$ cat config.mk
export PLATFORM = sky130hd
export DESIGN_NAME = kbd_if
export DESIGN_NICKNAME = d
export VERILOG_FILES = /design/src/rtl/kbd_pkg.sv /design/src/rtl/kbd_debounce.sv /design/src/rtl/kbd_if.sv
export SDC_FILE = /design/constraint.sdc
export NUM_CORES = 1
export LEC_CHECK = 0
export BUFFER_PORTS_ARGS = -buffer_cell sky130_fd_sc_hd__buf_2
export CAP_MARGIN = 0
export CORE_ASPECT_RATIO = 1.2
export CORE_MARGIN = 3
export CORE_UTILIZATION = 25
export DETAILED_ROUTE_END_ITERATION = 7
export GPL_ROUTABILITY_DRIVEN = 0
export HOLD_SLACK_MARGIN = 0.1
export SLEW_MARGIN = 20
export SYNTH_ARGS = -nofsm -noshare
export SYNTH_HDL_FRONTEND = slang
export SYNTH_SLANG_ARGS = --single-unit
export TNS_END_PERCENT = 100
$ cat constraint.sdc
create_clock -name clk -period 1.4 [get_ports clk]
set_input_delay 0.28 -clock clk [delete_from_list [all_inputs] [get_ports clk]]
set_output_delay 0.28 -clock clk [all_outputs]
set_load 0.005 [all_outputs]
$ cat src/rtl/kbd_pkg.sv
// kbd_pkg: shared constants and types for the keyboard input conditioner.
// The optional FIFO build is selected with the KBD_FIFO_EN macro (see kbd_if).
package kbd_pkg;

    // Width of a key code as presented on the pads and to the CPU.
    localparam int KBD_W = 8;

    // Default number of consecutive synced mismatching cycles before the
    // filtered strobe level flips.
    localparam int DEBOUNCE_CYCLES_DEF = 16;

    // Default debounce counter width; 2**CNT_W must exceed DEBOUNCE_CYCLES.
    localparam int CNT_W_DEF = 5;

    // Default FIFO depth for the KBD_FIFO_EN build (power of two, >= 2).
    localparam int FIFO_DEPTH_DEF = 4;

    // One captured key code.
    typedef logic [KBD_W-1:0] key_code_t;

    // Number of pointer bits needed to index a FIFO of the given depth.
    function automatic int fifo_ptr_w(input int depth);
        int w;
        w = 1;
        while ((32'sd1 << w) < depth) begin
            w = w + 1;
        end
        return w;
    endfunction

endpackage : kbd_pkg

$ cat src/rtl/kbd_debounce.sv
// kbd_debounce: two-flop synchroniser plus counter-based debounce filter for
// the raw key strobe. The filtered level only flips after DEBOUNCE_CYCLES
// consecutive synced samples disagree with it; any agreeing sample restarts
// the count. 'rise' pulses for one cycle, combinationally, on the same clock
// edge that the filtered level flips 0->1 so the caller can capture the data
// on that very edge.
module kbd_debounce
    import kbd_pkg::*;
#(
    parameter int DEBOUNCE_CYCLES = DEBOUNCE_CYCLES_DEF,
    parameter int CNT_W           = CNT_W_DEF
) (
    input  logic clk,
    input  logic rst,
    input  logic stb_in,
    output logic rise
);

    localparam logic [CNT_W-1:0] CNT_LAST = CNT_W'(DEBOUNCE_CYCLES - 1);
    localparam logic [CNT_W-1:0] CNT_ONE  = {{(CNT_W-1){1'b0}}, 1'b1};
    localparam logic [CNT_W-1:0] CNT_ZERO = {CNT_W{1'b0}};

    logic             stb_s1_r;
    logic             stb_s2_r;
    logic             filt_r;
    logic [CNT_W-1:0] cnt_r;

    logic             mismatch_s;
    logic             at_last_s;
    logic             filt_nxt_s;
    logic [CNT_W-1:0] cnt_nxt_s;

    // Synchroniser, filtered level and counter state.
    always_ff @(posedge clk) begin
        if (rst) begin
            stb_s1_r <= 1'b0;
            stb_s2_r <= 1'b0;
            filt_r   <= 1'b0;
            cnt_r    <= CNT_ZERO;
        end else begin
            stb_s1_r <= stb_in;
            stb_s2_r <= stb_s1_r;
            filt_r   <= filt_nxt_s;
            cnt_r    <= cnt_nxt_s;
        end
    end

    // Debounce decision: restart on agreement, flip after the full window.
    always_comb begin
        mismatch_s = stb_s2_r ^ filt_r;
        at_last_s  = (cnt_r == CNT_LAST);
        filt_nxt_s = filt_r;
        cnt_nxt_s  = cnt_r;
        if (!mismatch_s) begin
            cnt_nxt_s = CNT_ZERO;
        end else if (at_last_s) begin
            filt_nxt_s = stb_s2_r;
            cnt_nxt_s  = CNT_ZERO;
        end else begin
            cnt_nxt_s = cnt_r + CNT_ONE;
        end
    end

    // Rising flip of the filtered level; only 0->1 is reported.
    assign rise = mismatch_s & at_last_s & stb_s2_r;

endmodule : kbd_debounce

$ cat src/rtl/kbd_if.sv
// kbd_if: keyboard input conditioner in front of the CPU keyboard/en_inp
// inputs. Synchronises the raw key code, debounces the strobe and captures
// one code per clean strobe rising edge. The code is held (with en_inp) until
// the CPU acks; lost captures set a sticky overrun flag cleared by ovr_clr.
// Build option: define KBD_FIFO_EN to replace the single holding register
// with a FIFO_DEPTH-entry circular FIFO.
module kbd_if
    import kbd_pkg::*;
#(
    parameter int DEBOUNCE_CYCLES = DEBOUNCE_CYCLES_DEF,
    parameter int CNT_W           = CNT_W_DEF,
    parameter int FIFO_DEPTH      = FIFO_DEPTH_DEF
) (
    input  logic             clk,
    input  logic             rst,
    input  logic [KBD_W-1:0] key_in,
    input  logic             key_stb_in,
    input  logic             ack,
    input  logic             ovr_clr,
    output logic [KBD_W-1:0] keyboard,
    output logic             en_inp,
    output logic             overrun
);

    key_code_t key_s1_r;
    key_code_t key_s2_r;
    logic      capture_s;
    logic      ovr_set_s;
    logic      ovr_r;

    kbd_debounce #(
        .DEBOUNCE_CYCLES (DEBOUNCE_CYCLES),
        .CNT_W           (CNT_W)
    ) u_debounce (
        .clk    (clk),
        .rst    (rst),
        .stb_in (key_stb_in),
        .rise   (capture_s)
    );

    // Two-flop synchroniser for the key code pins.
    always_ff @(posedge clk) begin
        if (rst) begin
            key_s1_r <= {KBD_W{1'b0}};
            key_s2_r <= {KBD_W{1'b0}};
        end else begin
            key_s1_r <= key_in;
            key_s2_r <= key_s1_r;
        end
    end

    // Sticky overrun: a new drop takes priority over a clear on the same edge.
    always_ff @(posedge clk) begin
        if (rst) begin
            ovr_r <= 1'b0;
        end else if (ovr_set_s) begin
            ovr_r <= 1'b1;
        end else if (ovr_clr) begin
            ovr_r <= 1'b0;
        end else begin
            ovr_r <= ovr_r;
        end
    end

    assign overrun = ovr_r;

`ifdef KBD_FIFO_EN

    localparam int               PTR_W   = fifo_ptr_w(FIFO_DEPTH);
    localparam logic [PTR_W:0]   PTR_ONE = {{PTR_W{1'b0}}, 1'b1};

    // Pointers carry one extra wrap bit so full and empty are distinguishable.
    key_code_t        mem_r [FIFO_DEPTH];
    logic [PTR_W:0]   wr_ptr_r;
    logic [PTR_W:0]   rd_ptr_r;
    logic [PTR_W:0]   wr_ptr_nxt_s;
    logic [PTR_W:0]   rd_ptr_nxt_s;
    logic             empty_s;
    logic             full_s;
    logic             pop_s;
    logic             push_s;

    // Push/pop arbitration; a pop frees room for a same-edge push when full.
    always_comb begin
        empty_s      = (wr_ptr_r == rd_ptr_r);
        full_s       = (wr_ptr_r[PTR_W] != rd_ptr_r[PTR_W]) &&
                       (wr_ptr_r[PTR_W-1:0] == rd_ptr_r[PTR_W-1:0]);
        pop_s        = ack & ~empty_s;
        push_s       = capture_s & (~full_s | pop_s);
        ovr_set_s    = capture_s & full_s & ~pop_s;
        wr_ptr_nxt_s = wr_ptr_r;
        rd_ptr_nxt_s = rd_ptr_r;
        if (push_s) begin
            wr_ptr_nxt_s = wr_ptr_r + PTR_ONE;
        end else begin
            wr_ptr_nxt_s = wr_ptr_r;
        end
        if (pop_s) begin
            rd_ptr_nxt_s = rd_ptr_r + PTR_ONE;
        end else begin
            rd_ptr_nxt_s = rd_ptr_r;
        end
    end

    // FIFO storage and pointer registers.
    always_ff @(posedge clk) begin
        if (rst) begin
            wr_ptr_r <= {(PTR_W+1){1'b0}};
            rd_ptr_r <= {(PTR_W+1){1'b0}};
            for (int i = 0; i < FIFO_DEPTH; i++) begin
                mem_r[i] <= {KBD_W{1'b0}};
            end
        end else begin
            if (push_s) begin
                mem_r[wr_ptr_r[PTR_W-1:0]] <= key_s2_r;
            end
            wr_ptr_r <= wr_ptr_nxt_s;
            rd_ptr_r <= rd_ptr_nxt_s;
        end
    end

    assign keyboard = mem_r[rd_ptr_r[PTR_W-1:0]];
    assign en_inp   = ~empty_s;

`else

    key_code_t keyboard_r;
    key_code_t keyboard_nxt_s;
    logic      en_r;
    logic      en_nxt_s;

    // Holding-register update: load when free or acked, otherwise drop.
    always_comb begin
        keyboard_nxt_s = keyboard_r;
        en_nxt_s       = en_r;
        ovr_set_s      = 1'b0;
        if (capture_s) begin
            if (!en_r || ack) begin
                keyboard_nxt_s = key_s2_r;
                en_nxt_s       = 1'b1;
            end else begin
                ovr_set_s      = 1'b1;
            end
        end else if (ack) begin
            en_nxt_s = 1'b0;
        end else begin
            en_nxt_s = en_r;
        end
    end

    // Holding register and valid flag.
    always_ff @(posedge clk) begin
        if (rst) begin
            keyboard_r <= {KBD_W{1'b0}};
            en_r       <= 1'b0;
        end else begin
            keyboard_r <= keyboard_nxt_s;
            en_r       <= en_nxt_s;
        end
    end

    assign keyboard = keyboard_r;
    assign en_inp   = en_r;

`endif

endmodule : kbd_if

==> qor.csv, run 1 <==
stage,metric,value,unit
setup_path,Setup CP Type,flip-flop to flip-flop,
synthesis,Netlist Area Pre-Place,1160,um^2
die,I/O pins,23,
drt,wire length on met1,907,um
min_path,HP Class,input pin to flip-flop,
drt,DRC,0,
drt,Post-Route WL,2080,um
job,Max-Cap Viols,0,
clock_tree,Max Root-Sink Buffers,2,
clock_tree,clock-pin slew on the worst setup and hold paths,70,ps
die,die area,5500,um^2
setup_path,CP arrival,1770,ps
global_route,initial antenna violation count,0,
die,Horiz. Die Dim,68.2,um
placement,Buffers on Ports,22,
drt,met3 wire len,149,um
sta,final setup margin,-160,ps
global_route,GRT Overall Usage,8.64,%
sta,min cycle time layout,1560,ps
setup_path,critical path cell sequence,"ha_4, and3_4, ha_4, nand3b_4, or3b_1, a21oi_1",
sta,worst slew pin tran,312,ps
clock_tree,CTS tree,done,
placement,DPL Wire Length,1380,um
sta,Final period util,111,%
setup_path,CP Capture Type,flip-flop,
layout,Layout area overhead,33.1,%
sta,final hold vios,0,
layout,antenna cells,0,
clock_tree,clk root buf,clkbuf_8,
die,Core Box Area,4360,um^2
drt,vias,788,
sta,Pins Over Slew Limit,0,
setup_path,"CP delay by family, top",simple AND/OR/NAND/NOR gates,
die,Initial Util,26.6,%
drt,mean routed wirelength per cell,10.7,um
setup_path,"Slowest-stage cell, CP",or3b_1,
sta,Clock Skew,4.16,ps
layout,Filler cells,473,
synthesis,Yosys warning count,0,
sta,FMAX,0.641,GHz
layout,share of layout cells above drive strength 1,43.5,%
min_path,Hold Path Stages,2,
synthesis,Area contributors post-synth,"dfxtp_1 59%, nor2b_1 9.7%, or3b_1 6.0%",
sta,final setup TNS,-1790,ps
setup_path,biggest cell delay along the critical path,400,ps
drt,Top Layer Used,met4,
placement,dpl ws,-173,ps
sta,RSZ-0062 raised after global routing,true,
synthesis,"flops & latches, synth",34,
drt,via/cell ratio,4.06,
sta,max_slew headroom,79.2,%
layout,Finished Layout Cells,194,
outcome,status,finished with violations,
clock_tree,worst-skew pair later-pin latency,280,ps
global_route,global-route wire length before repair,3510,um
global_route,largest net degree at the start of global routing,30,
power,"Power, Total",0.00173,W
synthesis,Synth area leader,dfxtp_1,
setup_path,cell count along the critical path,6,
global_route,global route overflow,0,
synthesis,Post-Syn Area per Cell,11.0,um^2
synthesis,Mapped Cells,105,
layout,nets,153,
setup_path,Setup crit start kind,flip-flop,
global_route,vias in the first global route,807,
power,"IR drop worst, VDD",0.000715,V
drt,drt pass-1 iters,2,
die,row count,26,
setup_path,worst reg-to-reg path cell count,6,
power,Lkg Pwr,0.648,nW
die,die height,80.6,um
power,Pwr Density,1120,nW/um^2
drt,1st-iter DRT viols,27,
clock_tree,clock tree sinks,34,
drt,Routed Antenna Nets,0,
synthesis,Syn Nets,120,
placement,Placed Cells,183,
clock_tree,number of CTS-inserted buffers,5,
sta,hold slack,210,ps
outcome,failing checks,setup timing,
setup_path,crit path max fanout,6,
synthesis,post-synthesis sequential area ratio,58.7,%
setup_path,Critical Path RT,1610,ps
synthesis,share of the synthesized area in the top cell type,58.7,%
sta,Final setup violation count,15,
setup_path,"most used cell, CP",ha_4,
drt,DR WL met2,1000,um
setup_path,crit path buf inv count,0,
clock_tree,cts hold-fix bufs,0,
synthesis,Yosys cell types,22,
clock_tree,H-tree lvl count,2,
-- synth_stat cells --
master,count
buf_6,1
inv_1,3
buf_2,2
nand3_1,1
a2bb2oi_1,1
a21oi_1,9
nor2_2,5
and3_1,1
clkbuf_1,2
o21ai_0,8
mux2i_1,1
nand3b_4,1
nand2b_1,1
nor2b_1,18
nor2b_4,1
or3_4,1
dfxtp_1,34
or3b_1,8
ha_1,2
nor2_1,2
xor2_1,1
xnor2_1,2
-- metal layers --
metal | GRT usage, % | up-vias
li1 | - | 409
met1 | 9.89 | 354
met2 | 13.5 | 23
met3 | 2.94 | 2
met4 | 5.37 | 0
met5 | 0 | -
-- placed cells by master (no fill, tap or decap) --
cell         n
nand3_1      1
a21oi_1      5
clkbuf_8     5
nor2b_1     18
or3b_4       4
mux2i_1      1
xor2_1       1
buf_4        8
nand3b_4     2
clkinvlp_4   2
dfxtp_1     32
ha_4         2
dfxtp_2      2
o21ai_1      4
or3_4        1
buf_2       22
xnor2_1      2
nand2b_1     1
a21oi_2      4
nor2_2       4
nor2b_4      1
inv_1        3
and3_4       1
o21ai_0      4
nor2_1       2
nor2_4       1
or3b_1       4
a2bb2oi_2    1
-- worst reg2reg max path, delay by kind of cell (launching register included) --
kind | cells | cell delay [ps]
AO/OA/AOI/OAI | 1 | 130
flip-flops | 1 | 350
AND/OR/NAND/NOR | 3 | 700
adder cells (fa/ha/maj) | 2 | 300
-- final cells by class --
cell class              instances  area, um^2  area share (%)
flip-flops and latches         34         683            44.2
multi-input cells              64         526            34.0
repair buffers                 30         170            11.0
well taps                      56        70.1            4.54
clock buffers                   5        68.8            4.46
clock inverters                 2        15.0           0.972
inverters                       3        11.3           0.729
-- power breakdown --
group	internal, W	switching, W
logic	0.0000319	0.0000271
registers	0.000992	0.00000779
clock network	0.000339	0.000329
total	0.00136	0.000364
-- final timing paths --
| check | start | endpoint | slack, ps |
|---|---|---|---|
| max | u_debounce.cnt_r[1]$_SDFF_PP0_ | keyboard[1]$_SDFFE_PP0P_ | -160 |
| min | key_in[4] | key_s1_r[4]$_SDFF_PP0_ | 210 |
| max reg2reg | u_debounce.cnt_r[1]$_SDFF_PP0_ | keyboard[1]$_SDFFE_PP0P_ | -160 |
| min reg2reg | key_s1_r[7]$_SDFF_PP0_ | key_s2_r[7]$_SDFF_PP0_ | 440 |
-- through the flow --
stage	area (um^2)	utilization, %
2_1_floorplan	1190	-
3_3_place_gp	1380	31.7
3_5_place_dp	1380	31.7
4_1_cts	1500	34.5
5_1_grt	1540	35.4
6_report	1540	35.4
-- cell families (layout without fill, tap and decap cells) --
family	count (synthesis)	in the layout	synth area share (%)
flip-flops	34	34	58.7
AO/OA/AOI/OAI	18	18	8.09
AND/OR/NAND/NOR	39	40	24.5
buffers and inverters	8	40	3.45
multiplexers	1	1	0.863
XOR/XNOR	3	3	2.27
adder cells (fa/ha/maj)	2	2	2.16
-- repair_timing --
action | in CTS | in global routing
setup buffers | 2 | 1
gates cloned | 1 | 0
endpoints found under the setup margin | 14 | 15
pin swaps | 10 | 7
resized for setup | 4 | 11
-- flip-flops by register name (all words and copies together) (netlist names) --
name,count
overrun,1
u_debounce.filt_r,1
key_s1_r,8
en_inp,1
key_s2_r,8
u_debounce.stb_s1_r,1
u_debounce.stb_s2_r,1
keyboard,8
u_debounce.cnt_r,5
(Power assumes the default switching activity.)
==> inputs of run 2 (changes only) <==
--- a/config.mk
+++ b/config.mk
@@ -5,12 +5,13 @@
 export SDC_FILE = /design/constraint.sdc
 export NUM_CORES = 1
 export LEC_CHECK = 0
-export BUFFER_PORTS_ARGS = -buffer_cell sky130_fd_sc_hd__buf_2
+export ABC_CLOCK_PERIOD_IN_PS = 1600
 export CAP_MARGIN = 0
 export CORE_ASPECT_RATIO = 1.2
 export CORE_MARGIN = 3
 export CORE_UTILIZATION = 25
 export DETAILED_ROUTE_END_ITERATION = 7
+export DONT_BUFFER_PORTS = 1
 export GPL_ROUTABILITY_DRIVEN = 0
 export HOLD_SLACK_MARGIN = 0.1
 export SLEW_MARGIN = 20
==> constraint.sdc (replaced) <==
create_clock -name clk -period 1.6 [get_ports clk]
set_input_delay 0.32 -clock clk [delete_from_list [all_inputs] [get_ports clk]]
set_output_delay 0.32 -clock clk [all_outputs]
set_load 0.005 [all_outputs]
==> run 2 against run 1 <==
Effect of this change: the flow now finishes without violations; final cell count fell by 11%; critical endpoint is now keyboard[6]$_SDFFE_PP0P_; routed wire length fell by 7.6%; count of clock-buffer cells in the layout rose by 3; power fell by 7.4%.
==> qor.csv, run 2 (synthesis gave the netlist of run 1 again) <==
stage,metric,value,unit,change
setup_path,CP arrival,1780,ps,was 1770 ps
clock_tree,cts hold-fix bufs,0,,unchanged
clock_tree,clk root buf,clkbuf_8,,unchanged
die,die height,80.6,um,unchanged
global_route,most used routing layer,met2,,unchanged
die,die area,5500,um^2,unchanged
setup_path,"CP delay by family, top",simple AND/OR/NAND/NOR gates,,unchanged
sta,worst slew pin tran,310,ps,was 312 ps
setup_path,"Slowest-stage cell, CP",or3b_4,,was or3b_1
global_route,met2 Use GR,13.2,%,was 13.5%
global_route,GRT met1 Usage,8.03,%,was 9.89%
setup_path,Setup CP Type,flip-flop to flip-flop,,unchanged
power,sw power,0.000280,W,was 0.000364 W
setup_path,Critical Path RT,1810,ps,was 1610 ps
layout,nets,130,,was 153
sta,Final period util,98.1,%,was 111%
global_route,vias in the first global route,773,,was 807
die,row count,26,,unchanged
clock_tree,CTS tree,done,,unchanged
sta,FMAX,0.637,GHz,was 0.641 GHz
drt,Routed Antenna Nets,0,,unchanged
power,"IR drop worst, VDD",0.000549,V,was 0.000715 V
power,Gate power share,1.5,%,was 3.4%
clock_tree,clock-pin slew on the worst setup and hold paths,60,ps,was 70 ps
drt,vias,708,,was 788
sta,hold slack,112,ps,was 210 ps
setup_path,Setup crit start kind,flip-flop,,unchanged
clock_tree,clock tree sinks,34,,unchanged
global_route,initial antenna violation count,0,,unchanged
placement,DPL Wire Length,1260,um,was 1380 um
drt,Post-Route WL,1920,um,was 2080 um
drt,mean routed wirelength per cell,11.2,um,was 10.7 um
layout,most frequent cells in the layout,"32 x dfxtp_1, 18 x nor2b_1, 8 x clkbuf_8",,"was 32 x dfxtp_1, 22 x buf_2, 18 x nor2b_1"
layout,fin util,33.0,%,was 35.4%
global_route,met3 usage,3.78,%,was 2.94%
global_route,global-route wire length before repair,3210,um,was 3510 um
setup_path,biggest cell delay along the critical path,420,ps,was 400 ps
sta,RSZ-0062 raised after global routing,true,,unchanged
sta,final hold vios,0,,unchanged
clock_tree,number of CTS-inserted buffers,5,,unchanged
setup_path,crit path buf inv count,0,,unchanged
global_route,largest net degree at the start of global routing,31,,was 30
setup_path,CP Capture Type,flip-flop,,unchanged
power,Switching Fraction,17.5,%,was 21.1%
die,Horiz. Die Dim,68.2,um,unchanged
layout,share of layout cells above drive strength 1,31.0,%,was 43.5%
die,Initial Util,26.6,%,unchanged
drt,1st-iter DRT viols,28,,was 27
layout,Layout area overhead,24.1,%,was 33.1%
power,Lkg Pwr,0.559,nW,was 0.648 nW
clock_tree,H-tree lvl count,2,,unchanged
clock_tree,Max Root-Sink Buffers,2,,unchanged
die,Core Box Area,4360,um^2,unchanged
sta,Pins Over Slew Limit,0,,unchanged
power,Pwr Density,1110,nW/um^2,was 1120 nW/um^2
outcome,status,finished clean,,was finished with violations
power,sequential power share,54.7,%,was 57.9%
sta,max_slew headroom,79.3,%,was 79.2%
drt,drt pass-1 iters,2,,unchanged
layout,antenna cells,0,,unchanged
setup_path,crit path max fanout,6,,unchanged
drt,DRC,0,,unchanged
drt,via/cell ratio,4.12,,was 4.06
global_route,global route overflow,0,,unchanged
die,I/O pins,23,,unchanged
sta,Final setup violation count,0,,was 15
setup_path,"most used cell, CP",ha_4,,unchanged
power,Internal Power,0.00132,W,was 0.00136 W
power,Clk network pwr share,43.8,%,was 38.7%
sta,Clock Skew,2.77,ps,was 4.16 ps
sta,min cycle time layout,1570,ps,was 1560 ps
min_path,HP Class,input pin to flip-flop,,unchanged
placement,Buffers on Ports,0,,was 22
clock_tree,worst-skew pair later-pin latency,270,ps,was 280 ps
setup_path,critical path cell sequence,"ha_4, and3_4, ha_4, nand3b_4, or3b_4, a21oi_2",,"was ha_4, and3_4, ha_4, nand3b_4, or3b_1, a21oi_1"
job,Max-Cap Viols,0,,unchanged
layout,"most common cell after layout, fill and taps aside",dfxtp_1,,unchanged
global_route,GRT Overall Usage,7.77,%,was 8.64%
==> run 2: layer usage <==
layer	wire length, um	part of all wire, %
met4	14	0.73
met2	947	49
met3	176	9.2
met1	783	41
met5	0	0
==> run 2: power groups by stage <==
stage               logic [W]  clock network (W)  registers [W]
global route        0.0000273           0.000752       0.000877
global placement    0.0000227                  0       0.000893
detailed placement  0.0000228                  0       0.000893
finish              0.0000242           0.000700       0.000875
CTS                 0.0000230           0.000725       0.000874
floorplan           0.0000289                  0       0.000891
==> run 2: final timing paths <==
path / startpoint / end / slack (ps) / cells past startpoint
max: u_debounce.cnt_r[1]$_SDFF_PP0_ / keyboard[6]$_SDFFE_PP0P_ / 30 / 6
min reg2reg: key_s1_r[2]$_SDFF_PP0_ / key_s2_r[2]$_SDFF_PP0_ / 440 / 1
max reg2reg: u_debounce.cnt_r[1]$_SDFF_PP0_ / keyboard[6]$_SDFFE_PP0P_ / 30 / 6
min: rst / keyboard[6]$_SDFFE_PP0P_ / 110 / 1
==> run 2: worst register-to-register path: cells and delay by family (launching register included) <==
family	cells	cell delay (ps)
adder cells (fa/ha/maj)	2	320
flip-flops	1	350
AND/OR/NAND/NOR	3	720
AO/OA/AOI/OAI	1	130
==> run 2: cell type report <==
cell class / count / area, um^2
Clock buffer: 8 / 110
Fill cell: 444 / 2920
Timing Repair Buffer: 7 / 52.6
Multi-Input combinational cell: 64 / 512
Sequential cell: 34 / 683
Inverter: 3 / 11.3
Tap cell: 56 / 70.1
==> run 2: repair_timing <==
item | in CTS | in global routing
pin swaps | 0 | 4
hold endpoints to repair | 0 | 3
cloned | 0 | 1
resized for setup | 3 | 16
buffers inserted | 0 | 4
setup endpoints to repair | 8 | 9
==> run 2: per-stage QoR <==
step	setup TNS (ps)	total power, W	instance area, um^2	worst slack (ps)	std cells
after floorplan	0	0.000920	1160	65.0	105
after global placement	0	0.000915	1220	19.1	159
after detailed placement	-249	0.000916	1220	-49.2	159
after CTS	0	0.00162	1350	2.35	167
after global routing	-37.6	0.00166	1440	-37.6	172
final	0	0.00160	1440	30.9	172
